File: src/rtl/ct_idu_rf_lwb_arb_if.sv
// Late-writeback bus: requester handshake, pipe1 slot status and the registered
// writeback beat / issue-stall outputs of ct_idu_rf_lwb_arb.
interface ct_idu_rf_lwb_arb_if #(
  parameter int REQ_NUM = 3
);
  logic [REQ_NUM-1:0]    x_req_vld;
  logic [7*REQ_NUM-1:0]  x_req_preg;
  logic [64*REQ_NUM-1:0] x_req_data;
  logic [REQ_NUM-1:0]    x_req_grant;
  logic                  iu_idu_ex1_pipe1_wb_vld;
  logic                  lwb_idu_wb_preg_vld;
  logic [6:0]            lwb_idu_wb_preg;
  logic [63:0]           lwb_idu_wb_preg_data;
  logic                  lwb_idu_pipe1_issue_stall;

  modport master (
    output x_req_vld, x_req_preg, x_req_data, iu_idu_ex1_pipe1_wb_vld,
    input  x_req_grant, lwb_idu_wb_preg_vld, lwb_idu_wb_preg,
           lwb_idu_wb_preg_data, lwb_idu_pipe1_issue_stall
  );

  modport slave (
    input  x_req_vld, x_req_preg, x_req_data, iu_idu_ex1_pipe1_wb_vld,
    output x_req_grant, lwb_idu_wb_preg_vld, lwb_idu_wb_preg,
           lwb_idu_wb_preg_data, lwb_idu_pipe1_issue_stall
  );
endinterface

File: src/rtl/ct_idu_rf_lwb_arb.sv
// Round-robin arbiter for the shared pipe1 late-writeback slot with a registered beat.
// Optional starvation stall enabled by defining CT_IDU_LWB_STARVE_STALL_EN.
module ct_idu_rf_lwb_arb #(
  parameter int REQ_NUM      = 3,
  parameter int STARVE_LIMIT = 8
) (
  input logic                 forever_cpuclk,
  input logic                 cpurst,
  ct_idu_rf_lwb_arb_if.slave  lwb
);
  localparam int PREG_W = 7;
  localparam int DATA_W = 64;
  localparam int PTR_W  = (REQ_NUM > 1) ? $clog2(REQ_NUM) : 1;

  logic [PTR_W-1:0]  rr_ptr;
  logic [REQ_NUM-1:0] grant;
  logic [PTR_W-1:0]  grant_idx;
  logic              grant_any;
  logic              eligible;
  logic [PREG_W-1:0] sel_preg;
  logic [DATA_W-1:0] sel_data;
  int                scan_idx;

  logic              beat_vld_p1;
  logic [PREG_W-1:0] beat_preg_p1;
  logic [DATA_W-1:0] beat_data_p1;

  // Stage 0: combinational grant, searching from rr_ptr upward with wrap
  assign eligible = !cpurst && !lwb.iu_idu_ex1_pipe1_wb_vld;

  always_comb begin
    grant     = '0;
    grant_idx = '0;
    grant_any = 1'b0;
    scan_idx  = 0;
    if (eligible) begin
      for (int k = 0; k < REQ_NUM; k++) begin
        scan_idx = (int'(rr_ptr) + k) % REQ_NUM;
        if (!grant_any && lwb.x_req_vld[scan_idx]) begin
          grant_any        = 1'b1;
          grant[scan_idx]  = 1'b1;
          grant_idx        = PTR_W'(scan_idx);
        end
      end
    end
  end

  always_comb begin
    sel_preg = '0;
    sel_data = '0;
    for (int i = 0; i < REQ_NUM; i++) begin
      if (grant[i]) begin
        sel_preg = sel_preg | lwb.x_req_preg[PREG_W*i +: PREG_W];
        sel_data = sel_data | lwb.x_req_data[DATA_W*i +: DATA_W];
      end
    end
  end

  assign lwb.x_req_grant = grant;

  always_ff @(posedge forever_cpuclk) begin
    if (cpurst)
      rr_ptr <= '0;
    else if (grant_any)
      rr_ptr <= (grant_idx == PTR_W'(REQ_NUM - 1)) ? '0 : grant_idx + PTR_W'(1);
  end

  // Stage 1: registered writeback beat
  always_ff @(posedge forever_cpuclk) begin
    if (cpurst) begin
      beat_vld_p1  <= 1'b0;
      beat_preg_p1 <= '0;
      beat_data_p1 <= '0;
    end else begin
      beat_vld_p1 <= grant_any;
      if (grant_any) begin
        beat_preg_p1 <= sel_preg;
        beat_data_p1 <= sel_data;
      end
    end
  end

  assign lwb.lwb_idu_wb_preg_vld  = beat_vld_p1;
  assign lwb.lwb_idu_wb_preg      = beat_preg_p1;
  assign lwb.lwb_idu_wb_preg_data = beat_data_p1;

`ifdef CT_IDU_LWB_STARVE_STALL_EN
  localparam logic [3:0] LIMIT = 4'(STARVE_LIMIT);

  logic [3:0] starve_cnt;
  logic [3:0] starve_cnt_nxt;
  logic       stall_p1;

  // A grant and an increment are mutually exclusive, so grant wins the clear
  always_comb begin
    starve_cnt_nxt = starve_cnt;
    if (grant_any || !(|lwb.x_req_vld))
      starve_cnt_nxt = '0;
    else if (starve_cnt < LIMIT)
      starve_cnt_nxt = starve_cnt + 4'd1;
  end

  always_ff @(posedge forever_cpuclk) begin
    if (cpurst) begin
      starve_cnt <= '0;
      stall_p1   <= 1'b0;
    end else begin
      starve_cnt <= starve_cnt_nxt;
      stall_p1   <= (starve_cnt_nxt >= LIMIT);
    end
  end

  assign lwb.lwb_idu_pipe1_issue_stall = stall_p1;
`else
  assign lwb.lwb_idu_pipe1_issue_stall = 1'b0;
`endif
endmodule

File: src/flat_wrapper.sv
// flat-port wrapper written by rule: the top's interface ports become plain ports
module ct_idu_rf_lwb_arb_flat 
#(
  parameter int REQ_NUM      = 3,
  parameter int STARVE_LIMIT = 8
)
  (forever_cpuclk, cpurst, lwb_x_req_vld, lwb_x_req_preg, lwb_x_req_data, lwb_iu_idu_ex1_pipe1_wb_vld, lwb_x_req_grant, lwb_lwb_idu_wb_preg_vld, lwb_lwb_idu_wb_preg, lwb_lwb_idu_wb_preg_data, lwb_lwb_idu_pipe1_issue_stall);
  ct_idu_rf_lwb_arb_if #(.REQ_NUM(REQ_NUM)) lwb_i ();
  input logic forever_cpuclk;
  input logic cpurst;
  input wire logic [$bits(lwb_i.x_req_vld)-1:0] lwb_x_req_vld;
  input wire logic [$bits(lwb_i.x_req_preg)-1:0] lwb_x_req_preg;
  input wire logic [$bits(lwb_i.x_req_data)-1:0] lwb_x_req_data;
  input wire logic [$bits(lwb_i.iu_idu_ex1_pipe1_wb_vld)-1:0] lwb_iu_idu_ex1_pipe1_wb_vld;
  output wire logic [$bits(lwb_i.x_req_grant)-1:0] lwb_x_req_grant;
  output wire logic [$bits(lwb_i.lwb_idu_wb_preg_vld)-1:0] lwb_lwb_idu_wb_preg_vld;
  output wire logic [$bits(lwb_i.lwb_idu_wb_preg)-1:0] lwb_lwb_idu_wb_preg;
  output wire logic [$bits(lwb_i.lwb_idu_wb_preg_data)-1:0] lwb_lwb_idu_wb_preg_data;
  output wire logic [$bits(lwb_i.lwb_idu_pipe1_issue_stall)-1:0] lwb_lwb_idu_pipe1_issue_stall;
  assign lwb_i.x_req_vld = lwb_x_req_vld;
  assign lwb_i.x_req_preg = lwb_x_req_preg;
  assign lwb_i.x_req_data = lwb_x_req_data;
  assign lwb_i.iu_idu_ex1_pipe1_wb_vld = lwb_iu_idu_ex1_pipe1_wb_vld;
  assign lwb_x_req_grant = lwb_i.x_req_grant;
  assign lwb_lwb_idu_wb_preg_vld = lwb_i.lwb_idu_wb_preg_vld;
  assign lwb_lwb_idu_wb_preg = lwb_i.lwb_idu_wb_preg;
  assign lwb_lwb_idu_wb_preg_data = lwb_i.lwb_idu_wb_preg_data;
  assign lwb_lwb_idu_pipe1_issue_stall = lwb_i.lwb_idu_pipe1_issue_stall;
  ct_idu_rf_lwb_arb #(.REQ_NUM(REQ_NUM), .STARVE_LIMIT(STARVE_LIMIT)) u_core (.forever_cpuclk(forever_cpuclk), .cpurst(cpurst), .lwb(lwb_i));
endmodule
File: config.mk
export PLATFORM = sky130hd
export DESIGN_NAME = ct_idu_rf_lwb_arb_flat
export DESIGN_NICKNAME = d
export VERILOG_FILES = /design/src/rtl/ct_idu_rf_lwb_arb_if.sv /design/src/rtl/ct_idu_rf_lwb_arb.sv /design/src/flat_wrapper.sv
export SDC_FILE = /design/constraint.sdc
export NUM_CORES = 1
export LEC_CHECK = 0
export ABC_AREA = 1
export CAP_MARGIN = 0
export CELL_PAD_IN_SITES_DETAIL_PLACEMENT = 0
export CELL_PAD_IN_SITES_GLOBAL_PLACEMENT = 2
export CORE_MARGIN = 2
export CORE_UTILIZATION = 19
export CTS_CLUSTER_DIAMETER = 80
export DETAILED_ROUTE_END_ITERATION = 7
export MAX_ROUTING_LAYER = met4
export PLACE_DENSITY_LB_ADDON = 0.1
export REMOVE_ABC_BUFFERS = 1
export SKIP_LAST_GASP = 1
export SYNTH_ARGS = -nofsm -noshare
export SYNTH_HDL_FRONTEND = slang
export SYNTH_SLANG_ARGS = --single-unit
File: constraint.sdc
create_clock -name forever_cpuclk -period 4.8 [get_ports forever_cpuclk]
set_input_delay 0.72 -clock forever_cpuclk [delete_from_list [all_inputs] [get_ports forever_cpuclk]]
set_output_delay 0.72 -clock forever_cpuclk [all_outputs]
set_load 0.03 [all_outputs]
# Word level (Yosys, flattened, before mapping)
# Index checks and enable logic that the tools add are counted.
[totals] reg_bits=74 inputBits=219 out_inout_bits=76 wordCells=71
[op_classes] add_sub_neg=3 div_mod_pow=3 n_lt_le_gt_ge=6 n_eq_ne=1 n_mux=38 bitwise_logic=6 reduce_logical=10
[op_table] op="2-to-1 mux 64 bit" n=3
[op_table] op="bitwise OR 64 bit" n=2
[op_table] op="greater-or-equal comparator 32 x 1 -> 1 bit (second input constant)" n=3
[op_table] op="< comparator 32 x 4 -> 1 bit (second input constant)" n=3
[op_table] op="remainder unit 32 x 3 -> 32 bit (second input constant)" n=2
[op_table] op="remainder unit 3 x 3 -> 32 bit (second input constant)" n=1
[op_table] op="2-to-1 mux 7 bit" n=3
[op_table] op="2-to-1 mux 3 bit" n=6
[op_table] op="2-to-1 mux 1 bit" n=15
[op_table] op="bitwise OR 7 bit" n=2
[op_table] op="2-to-1 mux 2 bit" n=5
[op_table] op="binary-select mux 1 bit (select 2 bit)" n=3
[op_table] op="demux 1 bit (select 2 bit)" n=3
[op_table] op="logical AND 1 bit" n=6
[op_table] op="bitwise OR 3 bit" n=2
[op_table] op="zero test 1 bit" n=4
[op_table] op="adder 2 x 1 -> 3 bit (second input constant)" n=1
[op_table] op="adder 2 x 2 -> 3 bit (second input constant)" n=1
[op_table] op="adder 2 x 1 -> 2 bit (second input constant)" n=1
[op_table] op="== test 2 bit (second input constant)" n=1

# Longest topological paths before layout
# Gate-level depths: netlist (run 1).
[logic_depth] ltp_word=19 ltp_mapped=15 mapped_depth_nobuf=14

# Worst setup path after synthesis (run 1)
# Ideal clock, no wire load.
[synth_path] path_type="reg-to-output" start="reg u_core.rr_ptr[0]" end="out lwb_x_req_grant[0]" arrival_time_ns=1.796 required_time_ns=4.080 path_slack_ns=2.284 stages_incl_launch_ff=10 path_buffers=0 cell_sequence="dfxtp_1 -> inv_1 -> ha_1 -> inv_2 -> nand2_1 -> nand3_1 -> nand2_2 -> nor2_4 -> nand3_1 -> a21oi_1"
[synth_via] elab_chain_cells=14 word_cells_on_any_way=45
[synth_lines] item="start, declared" line="ct_idu_rf_lwb_arb.sv:15" source="logic [PTR_W-1:0] rr_ptr;"
[synth_lines] item="start signal, assigned" line="ct_idu_rf_lwb_arb.sv:65" source="rr_ptr <= (grant_idx == PTR_W'(REQ_NUM - 1)) ? '0 : grant_idx + PTR_W'(1);"
[synth_lines] item="parallel branches: the longest is 12 deep, another holds remainder unit 32 x 3 -> 32 bit"
[synth_lines] item="2-to-1 mux 3 bit (*)" line="ct_idu_rf_lwb_arb.sv:39" source="if (!grant_any && lwb.x_req_vld[scan_idx]) begin"
[synth_lines] item="2-to-1 mux 3 bit (*)" line="ct_idu_rf_lwb_arb.sv:36" source="if (eligible) begin"
[synth_lines] item="end, declared" line="flat_wrapper.sv:15" source="output wire logic [$bits(lwb_i.x_req_grant)-1:0] lwb_x_req_grant;"
# Mark *: on every way between the ends. The select of a mux whose other input is x is not followed.

# Worst setup path after layout (run 1)
[layout_path] start="in lwb_x_req_vld[2]" end="out lwb_x_req_grant[1]"
[layout_via] elab_chain_cells=13 word_cells_on_any_way=25
[layout_lines] item="start, declared" line="flat_wrapper.sv:11" source="input wire logic [$bits(lwb_i.x_req_vld)-1:0] lwb_x_req_vld;"
[layout_lines] item="binary-select mux 1 bit (select 2 bit)" line="ct_idu_rf_lwb_arb.sv:39"
[layout_lines] item="2-to-1 mux 1 bit (not written as such) (2 in a row)" line="ct_idu_rf_lwb_arb.sv:39"
[layout_lines] item="2-to-1 mux 1 bit" line="ct_idu_rf_lwb_arb.sv:39"
[layout_lines] item="2-to-1 mux 1 bit" line="ct_idu_rf_lwb_arb.sv:36"
[layout_lines] item="zero test 1 bit" line="ct_idu_rf_lwb_arb.sv:39"
[layout_lines] item="logical AND 1 bit" line="ct_idu_rf_lwb_arb.sv:39"
[layout_lines] item="2-to-1 mux 1 bit" line="ct_idu_rf_lwb_arb.sv:39"
[layout_lines] item="2-to-1 mux 1 bit" line="ct_idu_rf_lwb_arb.sv:36"
[layout_lines] item="zero test 1 bit" line="ct_idu_rf_lwb_arb.sv:39"
[layout_lines] item="logical AND 1 bit" line="ct_idu_rf_lwb_arb.sv:39"
[layout_lines] item="2-to-1 mux 3 bit (*)" line="ct_idu_rf_lwb_arb.sv:39"
[layout_lines] item="2-to-1 mux 3 bit (*)" line="ct_idu_rf_lwb_arb.sv:36"
# Mark *: on every way between the ends. The rest lies on a longest branch, timed or not. The select of a mux whose other input is x is not followed.

==> metrics, run 1 <==
Setup TNS=0 ns; DP HPWL=between 10000 and 15000 um; max_cap viols=0; Worst Max-Slew Pin Slew=0.959 ns; I/O Buffers=between 200 and 300; Initial Util=19.4%; post-synthesis sequential area ratio=31.5%; Vias=5872; CTS buffer count=9; IO Pins=between 200 and 300; P_leak=between 3 and 4 nW; Post-layout nets=1246; reg2reg start=u_core.rr_ptr[0]; Arrival @ worst endpoint=between 2 and 3 ns; synthesized netlist cell count=774; number of global-route vias before repair=5641; largest net degree at the start of global routing=214; drt total wl=approximately 21000 um; headroom to the max-slew limit=36.1%; RD Place Congestion=0.752; Synth area leaders=dfxtp_1 (31%), nand3_1 (24%), nand2_1 (13%), nor2_1 (12%), a21oi_1 (8.1%); Crit Path Class=primary input to output port; R2R setup slack=2.05 ns; Worst Reg-to-Reg Cells=14; Die X=161 um; clk sinks=74; CTS Hold Buffers Added=0; Routed wire per std cell=15.3 um; initial detailed-routing violation count=324; PwrDens=565 nW/um^2; share of cells above drive strength 1=between 3 and 4%; GRT Total Usage=16.0%; area added between synthesis and finish=71.9%; cell taking the most area after synthesis=dfxtp_1; Hold Crit Class=flip-flop to flip-flop; post-synth top area share=between 30% and 40%; worst path bufs/invs=2; initial antenna violation count=0; FP Rows=57; Setup crit end kind=output port; postcts setup bufs=0; cell area after layout=8100 um^2; Post-synth EDFFs=0; DRC=0; status=completed; Synth Flop Type=dfxtp_1; Fillers=2697; Mapped Area=4710 um^2; worst path cell trace=clkdlybuf4s50_1 > nand3_1 > nand3_2 > nor2_4 > nand3_1 > a21oi_1 > clkdlybuf4s50_1; largest stage delay on the critical path=0.69 ns; Data required, critical path=around 4 ns; most frequent cell after synthesis=nand3_1; core area=between 20000 and 25000 um^2; Avg Cell Area, Syn=between 6 and 7 um^2; drt first pass iters=6; slowest CP cell=clkdlybuf4s50_1; Netlist cell types=24; post-cts gate resize count=0; gr ovfl total=0; clock-pin slew on the worst setup and hold paths=0.06 ns; CTS tree=built; Post-synth top cells=nand3_1 (223), nand2_1 (157), nor2_1 (145), a21oi_1 (76), dfxtp_1 (74); antenna cells=0; flops & latches, synth=74; unrepaired setup endpoints after global routing=no; Final ANT Viol Nets=0; max-slew violations=0; Vias/cell=~4.4; achievable frequency=a little under 300 MHz; H-tree levels=3; CTS root buf=clkbuf_16; Longest Clk Path Bufs=2; CP max FO=5; first-pass GRT wire length=approximately 32000 um; clock skew=about 0.0029 ns; CP Launch Type=primary input; Setup violations, final=0; WHS Path Cells=2; die span in y=161 um; min Tclk post-route=3.40 ns; clock latency on the worst-skew pair=about 0.33 ns; Yosys warning count=0; die area=~26000 um^2; Worst VDD drop=about 330 uV; placed cell area=approximately 8000 um^2; final hold vios=0; Final Cycle Share=between 70% and 80%; Synth async-reset ratio=0%; Worst R2R End=u_core.lwb.lwb_idu_wb_preg_data[52]; Crit path max-delay family=buffers and inverters; Hold Path End=u_core.lwb.lwb_idu_wb_preg_data[57]; Hold Path Origin=u_core.lwb.lwb_idu_wb_preg_data[57]
## final cells by class
| cell class | count | area [um^2] | area share (%) |
|---|---|---|---|
| well taps | 324 | 405 | 5.01 |
| repair buffers | 306 | 3090 | 38.2 |
| inverters | 10 | 37.5 | 0.464 |
| multi-input cells | 622 | 2820 | 34.8 |
| clock buffers | 13 | 260 | 3.21 |
| flip-flops and latches | 74 | 1480 | 18.3 |
## kinds of logic after synthesis
| family | synth area share (%) |
|---|---|
| DFF | 31.5 |
| and+or+nand+nor | 49.2 |
| AOI/OAI and AO/OA | 9.01 |
| other | 0.0796 |
| adders and majority gates | 1.06 |
| buffers and inverters | 9.17 |
## worst reg2reg max path, stage by stage, from the launching register on
cell and delay (ns):
dfxtp_1 0.36, inv_1 0.08, ha_1 0.39, inv_2 0.11, nand2_1 0.05, nand3_1 0.08
nand2_2 0.09, nor2_4 0.17, nand3_1 0.13, nand2_2 0.51, buf_12 0.33, nand3_1 0.13
nand2_1 0.13, nor2_1 0.05, nor2_1 0.07
## worst max-delay path by stage
stage | slack, ns | from | depth (start not counted) | to
2_1_floorplan | -9.12 | cpurst | 5 | u_core.rr_ptr[0]
3_3_place_gp | 1.41 | lwb_x_req_vld[1] | 9 | lwb_x_req_grant[0]
3_5_place_dp | 1.41 | lwb_x_req_vld[1] | 9 | lwb_x_req_grant[1]
4_1_cts | 1.40 | u_core.rr_ptr[0] | 10 | lwb_x_req_grant[1]
5_1_grt | 1.22 | u_core.rr_ptr[0] | 10 | lwb_x_req_grant[1]
6_report | 1.40 | lwb_x_req_vld[2] | 7 | lwb_x_req_grant[1]
## routing by layer
layer	GRT usage [%]	up-vias	routed length (um)
li1	-	3069	-
met1	18.8	2621	9010
met2	27.1	172	9950
met3	4.55	10	1480
met4	3.41	0	175
met5	-	-	0
## power by group
group          switching (W)  internal, W
combinational        0.00191      0.00105
sequential          0.000119     0.000867
clock               0.000257     0.000370
total                0.00229      0.00228
## sequential cells by signal, indices dropped and copies added (netlist names)
register / flops
u_core.lwb.lwb_idu_wb_preg_data: 64
u_core.rr_ptr: 2
u_core.lwb.lwb_idu_wb_preg_vld: 1
u_core.lwb.lwb_idu_wb_preg: 7
## through the flow
step	utilization (%)	hold slack [ns]	total power, W	std cells	setup WS (ns)
2_1_floorplan	-	0.506	0.00274	706	-9.12
3_3_place_gp	32.2	0.480	0.00406	1336	1.41
3_5_place_dp	32.2	0.489	0.00403	1336	1.41
4_1_cts	33.3	0.503	0.00469	1349	1.40
5_1_grt	33.3	0.514	0.00496	1349	1.22
6_report	33.3	0.496	0.00457	1349	1.40
## placed cells by master, fill, tap and decap left out, drive strengths merged, types with 3 or more instances in the layout
cell type        n
a21oi           76
nand3          225
inv             10
nor2           146
o21ai            3
dfxtp           74
buf             13
ha               4
clkbuf          13
nand2          161
clkdlybuf4s50  293
Note: power is estimated with default switching activity, not from simulation.
==> run 2, diff against run 1 <==
Settings changed: CORE_UTILIZATION 19 to 17.
Clock period 4.8 ns to 3.3 ns, I/O delays scaled along.
==> metrics, run 2 (synthesis gave the netlist of run 1 again) <==
status=completed; I/O Buffers=293 (unchanged); clock latency on the worst-skew pair=0.34 ns (about the same); Final Cycle Share=a little over four fifths; Sequential Area=1480 um^2 (unchanged); Comb pwr share=64.9% (+0.2 points); achievable frequency=between 300 and 400 MHz; die span in y=170 um (+5.6%); Fillers=3009 (+12%); CP max FO=5 (unchanged); Multi-input gate area=2820 um^2 (unchanged); commonest non-fill, non-tap cell in the layout=clkdlybuf4s50_1; Hold Crit Class=flip-flop to flip-flop; fin cells=1399 (+3.7%); largest net degree at the start of global routing=214 (unchanged); clock skew=0.00882 ns (+0.00594 ns); CTS root buf=clkbuf_16; CTS buffer count=9 (unchanged); headroom to the max-slew limit=10.9% (-25 points); share of cells above drive strength 1=3.99% (+0.28 points); Worst VDD drop=487 uV (+49%); P_leak=3.30 nW (+1.7%); initial antenna violation count=0 (unchanged); Hold Path Origin=u_core.lwb.lwb_idu_wb_preg_data[28]; Longest Clk Path Bufs=2 (unchanged); drt first pass iters=4 (-2); core area=27100 um^2 (+11%); GRT Total Usage=14.3% (-1.6 points); Worst Reg-to-Reg Cells=12 (-2); die area=29000 um^2 (+11%); first-pass GRT wire length=31000 um (-2.0%); max-slew violations=0 (unchanged); unrepaired setup endpoints after global routing=no; Initial Util=17.4% (-2.0 points); Worst R2R End=u_core.lwb.lwb_idu_wb_preg_data[5]; Hold Path End=u_core.lwb.lwb_idu_wb_preg_data[28]; Data required, critical path=2.80 ns (-1.28 ns); placed insts=1383 (+3.5%); RD Place Congestion=0.732 (-2.6%); Arrival @ worst endpoint=2.28 ns (-0.40 ns); Routed wire per std cell=14.9 um (-2.2%); DP HPWL=14000 um (-0.89%); Setup violations, final=0 (unchanged); Setup crit end kind=output port; antenna cells=0 (unchanged); area added between synthesis and finish=74.4%; Hold WS=0.496 ns (-0.00000400 ns); most frequent cells in the layout=clkdlybuf4s50_1 (290), nand3_1 (223), nand2_1 (157), nor2_1 (144), a21oi_1 (76); min Tclk post-route=2.78 ns; Vias=5823 (-0.83%); Worst Max-Slew Pin Slew=1.34 ns (+0.378 ns); WHS Path Cells=2 (unchanged); Pint=0.00340 W (+49%); Largest register FFs=64 (unchanged); number of global-route vias before repair=5547 (-1.7%); PwrDens=826 nW/um^2 (+46%); R2R setup slack=0.87 ns (-1.18 ns); postcts setup bufs=0 (unchanged); max_cap viols=0 (unchanged); clk sinks=74 (unchanged); post-place setup slack=0.354 ns (-1.06 ns); Die X=170 um (+5.6%); Final ANT Viol Nets=0 (unchanged); placed cell area=7930 um^2 (+1.1%); reg2reg start=u_core.rr_ptr[0]; Vias/cell=4.16 (-4.4%); FP Rows=60 (+5.3%); H-tree levels=3 (unchanged); Psw=0.00339 W (+48%); Crit Path Class=flip-flop to output port; Seq pwr share=21.1% (-0.5 points); DRC=0 (unchanged); initial detailed-routing violation count=292 (-9.9%); clock-pin slew on the worst setup and hold paths=0.06 ns (about the same); gr ovfl total=0 (unchanged); cell area after layout=8220 um^2 (+1.5%); CTS tree=built; final worst slack=0.525 ns (-0.879 ns); drt total wl=20900 um (+1.4%); Post-layout nets=1245 (-0.080%); CP Launch Type=flip-flop; Switching Share=50.0% (about the same); IO Pins=295 (unchanged); Clk pwr share=14.0% (+0.3 points); final hold vios=0 (unchanged)
-- run 2: changes by cell type in the layout (fill, tap and decap cells not counted), sizes merged --
cell / previous run / this run
clkinvlp: 0 / 4
clkdlybuf4s50: 293 / 290
dlymetal6s2s: 0 / 3
clkbuf: 13 / 11
buf: 13 / 12
inv: 10 / 11
-- run 2: worst max-delay path by stage --
stage	start	endpoint	slack [ns]	cells past startpoint
after floorplan	cpurst	u_core.rr_ptr[0]	-10.39	5
after global placement	lwb_x_req_vld[1]	lwb_x_req_grant[0]	0.35	8
after detailed placement	lwb_x_req_vld[1]	lwb_x_req_grant[0]	0.35	8
after CTS	u_core.rr_ptr[0]	lwb_x_req_grant[0]	0.11	10
after global routing	u_core.rr_ptr[0]	lwb_x_req_grant[1]	0.33	10
final	u_core.rr_ptr[0]	lwb_x_req_grant[0]	0.52	10
-- run 2: final cells by class --
type                    count  area share, %
repair buffers            305           38.1
multi-input cells         622           34.3
flip-flops and latches     74           18.0
well taps                 372           5.67
clock buffers              11           2.95
clock inverters             5          0.472
inverters                  10          0.457
-- run 2: timing repair --
| action | in CTS | in global routing |
|---|---|---|
| resized for setup | 0 | 3 |
| hold buffers | 0 | 0 |
| setup endpoints to repair | 0 | 3 |
-- run 2: per-layer routing --
layer / vias to the layer above / wire length [um] / global-route usage (%)
met5: - / 0 / -
met4: 0 / 175 / 2.90
met3: 8 / 1800 / 5.19
met2: 175 / 9840 / 23.4
met1: 2571 / 9100 / 17.0
li1: 3069 / - / -
-- run 2: power by group through the flow --
stage	logic [W]	clock network [W]	registers, W
floorplan	0.00185	0	0.00214
global placement	0.00456	0	0.00144
detailed placement	0.00451	0	0.00145
CTS	0.00452	0.00102	0.00144
global route	0.00486	0.00104	0.00148
finish	0.00441	0.000948	0.00143
-- run 2: critical path: stages (launching register included) --
cell and delay, ns:
dfxtp_1 0.35, inv_1 0.09, ha_1 0.39, inv_2 0.11, nand2_1 0.05, nand3_1 0.08
nand2_2 0.09, nor2_4 0.18, nand3_1 0.14, a21oi_1 0.17, dlymetal6s2s_1 0.30
-- run 2: metrics by stage --
stage               total power, W  util [%]  TNS [ns]
finish                     0.00679      30.3         0
global route               0.00738      30.3         0
CTS                        0.00697      30.3         0
detailed placement         0.00596      29.2         0
global placement           0.00600      29.2         0
floorplan                  0.00399         -   -762.01
==> run 3, diff against run 2 <==
Settings changed: CORE_UTILIZATION 17 to 16.
Clock period 3.3 ns to 2.51 ns, I/O delays scaled along.
==> metrics, run 3 (synthesis gave the netlist of run 1 again) <==
Initial Util=16.3% (-1.1 points); largest net degree at the start of global routing=72 (-66%); PwrDens=1120 nW/um^2 (+36%); initial antenna violation count=0 (unchanged); reg2reg start=u_core.rr_ptr[0]; Worst VDD drop=703 uV (+44%); placed cell area=8100 um^2 (+2.1%); DRC=0 (unchanged); Hold Crit Class=flip-flop to flip-flop; achievable frequency=425 MHz; largest stage delay on the critical path=0.37 ns (-0.02 ns); Post-layout nets=1256 (+0.88%); Vias/cell=4.17 (+0.29%); Arrival @ worst endpoint=1.98 ns (-0.30 ns); antenna cells=0 (unchanged); clock skew=0.00591 ns (-0.00290 ns); CP Launch Type=flip-flop; GR Util met3=4.91% (-0.27 points); CTS tree=built; Crit Path Class=flip-flop to output port; status=completed; Psw=0.00466 W (+37%); Largest register FFs=64 (unchanged); Longest Clk Path Bufs=2 (unchanged); Routed wire per std cell=15.9 um (+6.2%); gr ovfl total=0 (unchanged); Setup crit end kind=output port; commonest non-fill, non-tap cell in the layout=clkdlybuf4s50_1; WHS Path Cells=2 (unchanged); Die X=176 um (+3.0%); FP Rows=62 (+3.3%); R2R setup slack=0.32 ns (-0.55 ns); Final ANT Viol Nets=0 (unchanged); die area=30800 um^2 (+6.1%); IO Pins=295 (unchanged); final hold vios=0 (unchanged); CTS root buf=clkbuf_16; Worst Reg-to-Reg Cells=14 (+2); area added between synthesis and finish=80.3%; GRT Total Usage=14.9% (+0.57 points); Multi-input gate area=2880 um^2 (+2.3%); DP HPWL=16100 um (+15%); Switching Share=49.0% (-1.0 points); die span in y=176 um (+3.0%); most frequent cells in the layout=clkdlybuf4s50_1 (290), nand3_1 (220), nand2_1 (157), nor2_1 (144), a21oi_1 (74); Worst R2R End=u_core.lwb.lwb_idu_wb_preg_data[62]; final worst slack=0.157 ns (-0.368 ns); post-place setup slack=0.131 ns (-0.223 ns); core area=28900 um^2 (+6.5%); max_cap viols=0 (unchanged); Data required, critical path=2.13 ns (-0.67 ns); unrepaired setup endpoints after global routing=no; Hold WS=0.497 ns (+0.00114 ns); Sequential Area=1490 um^2 (+0.25%); max-slew violations=0 (unchanged); H-tree levels=3 (unchanged); M2 GR Usage=23.5% (+0.071 points); worst setup path end=lwb_x_req_grant[0]; clock latency on the worst-skew pair=0.34 ns (about the same); Setup violations, final=0 (unchanged); Pint=0.00486 W (+43%); Vias=5936 (+1.9%); worst path cell trace=inv_2 > ha_4 > inv_4 > o211ai_1 > nand2_1 > nand3_2 > a21oi_2 > buf_4; Seq pwr share=20.0% (-1.1 points); number of global-route vias before repair=5961 (+7.5%); share of cells above drive strength 1=6.45% (+2.5 points); initial detailed-routing violation count=224 (-23%); Comb pwr share=65.3% (+0.4 points); met1 Use GR=18.6% (+1.6 points); Fillers=3231 (+7.4%); slowest CP cell=dfxtp_4; CP Launch Point=u_core.rr_ptr[0]; CP max FO=5 (unchanged); clock-pin slew on the worst setup and hold paths=0.06 ns (about the same); Top Usage Layer GRT=met2; Final Cycle Share=93.8%; CTS buffer count=9 (unchanged); RD Place Congestion=0.707 (-3.4%); cell area after layout=8490 um^2 (+3.4%); drt first pass iters=4 (unchanged); Clk pwr share=14.6% (+0.6 points); I/O Buffers=293 (unchanged); clk sinks=74 (unchanged); first-pass GRT wire length=34400 um (+11%); P_leak=3.36 nW (+1.9%); drt total wl=22600 um (+7.9%); min Tclk post-route=2.35 ns
-- run 3: changes by cell type in the layout (fill, tap and decap cells not counted), moves of 2 or more --
cell	previous run	this run
a21oi_1	76	74
a21oi_2	0	2
buf_12	8	15
buf_4	4	10
dlymetal6s2s_1	3	0
ha_1	4	2
ha_4	0	2
inv_1	5	3
nand3_1	223	220
nand3_2	2	4
-- run 3: repair_timing --
action / CTS / global route
pin swaps: 1 / 5
hold buffers: 0 / 0
gates resized for setup: 3 / 15
buffers inserted: 1 / 0
setup endpoints to repair: 3 / 4
-- run 3: cell type report --
| cell class | instances | share of cell area (%) |
|---|---|---|
| Clock inverter | 5 | 0.722 |
| Clock buffer | 11 | 2.98 |
| Tap cell | 384 | 5.66 |
| Inverter | 10 | 0.471 |
| Sequential cell | 74 | 17.5 |
| Multi-Input combinational cell | 622 | 33.9 |
| Timing Repair Buffer | 316 | 38.7 |
-- run 3: power groups by stage --
| stage | sequential (W) | combinational, W | clock [W] |
|---|---|---|---|
| after floorplan | 0.00282 | 0.00243 | 0 |
| after global placement | 0.00191 | 0.00627 | 0 |
| after detailed placement | 0.00192 | 0.00622 | 0 |
| after CTS | 0.00190 | 0.00629 | 0.00146 |
| after global routing | 0.00197 | 0.00684 | 0.00150 |
| final | 0.00191 | 0.00622 | 0.00139 |
-- run 3: metal layers --
layer / routed length, um / part of all wire [%] / up-vias
met4: 227 / 1.0 / 0
met2: 10300 / 46 / 184
met5: 0 / 0 / -
met3: 1860 / 8.3 / 14
met1: 10200 / 45 / 2647
li1: - / - / 3091
-- run 3: critical path, delay by kind of cell (launching register included) --
family	cells	cell delay [ns]
buf+inv	3	0.30
fa+ha+maj	1	0.27
compound gates	2	0.31
simple gates	2	0.39
flops	1	0.37
-- run 3: metrics by stage --
step / util, % / instances / setup TNS [ns] / total power (W)
floorplan: - / 706 / -813.36 / 0.00525
global placement: 28.1 / 1405 / 0 / 0.00818
detailed placement: 28.1 / 1405 / 0 / 0.00814
CTS: 29.2 / 1422 / 0 / 0.00965
global route: 29.4 / 1422 / 0 / 0.0103
finish: 29.4 / 1422 / 0 / 0.00952
-- run 3: worst min path at each step --
| stage | from | end |
|---|---|---|
| global placement | u_core.lwb.lwb_idu_wb_preg_data[28] | u_core.lwb.lwb_idu_wb_preg_data[28] |
| finish | u_core.lwb.lwb_idu_wb_preg_data[2] | u_core.lwb.lwb_idu_wb_preg_data[2] |
| global route | u_core.lwb.lwb_idu_wb_preg_data[59] | u_core.lwb.lwb_idu_wb_preg_data[59] |
| floorplan | cpurst | u_core.rr_ptr[1] |
| CTS | u_core.lwb.lwb_idu_wb_preg_data[2] | u_core.lwb.lwb_idu_wb_preg_data[2] |
| detailed placement | u_core.lwb.lwb_idu_wb_preg_data[26] | u_core.lwb.lwb_idu_wb_preg_data[26] |
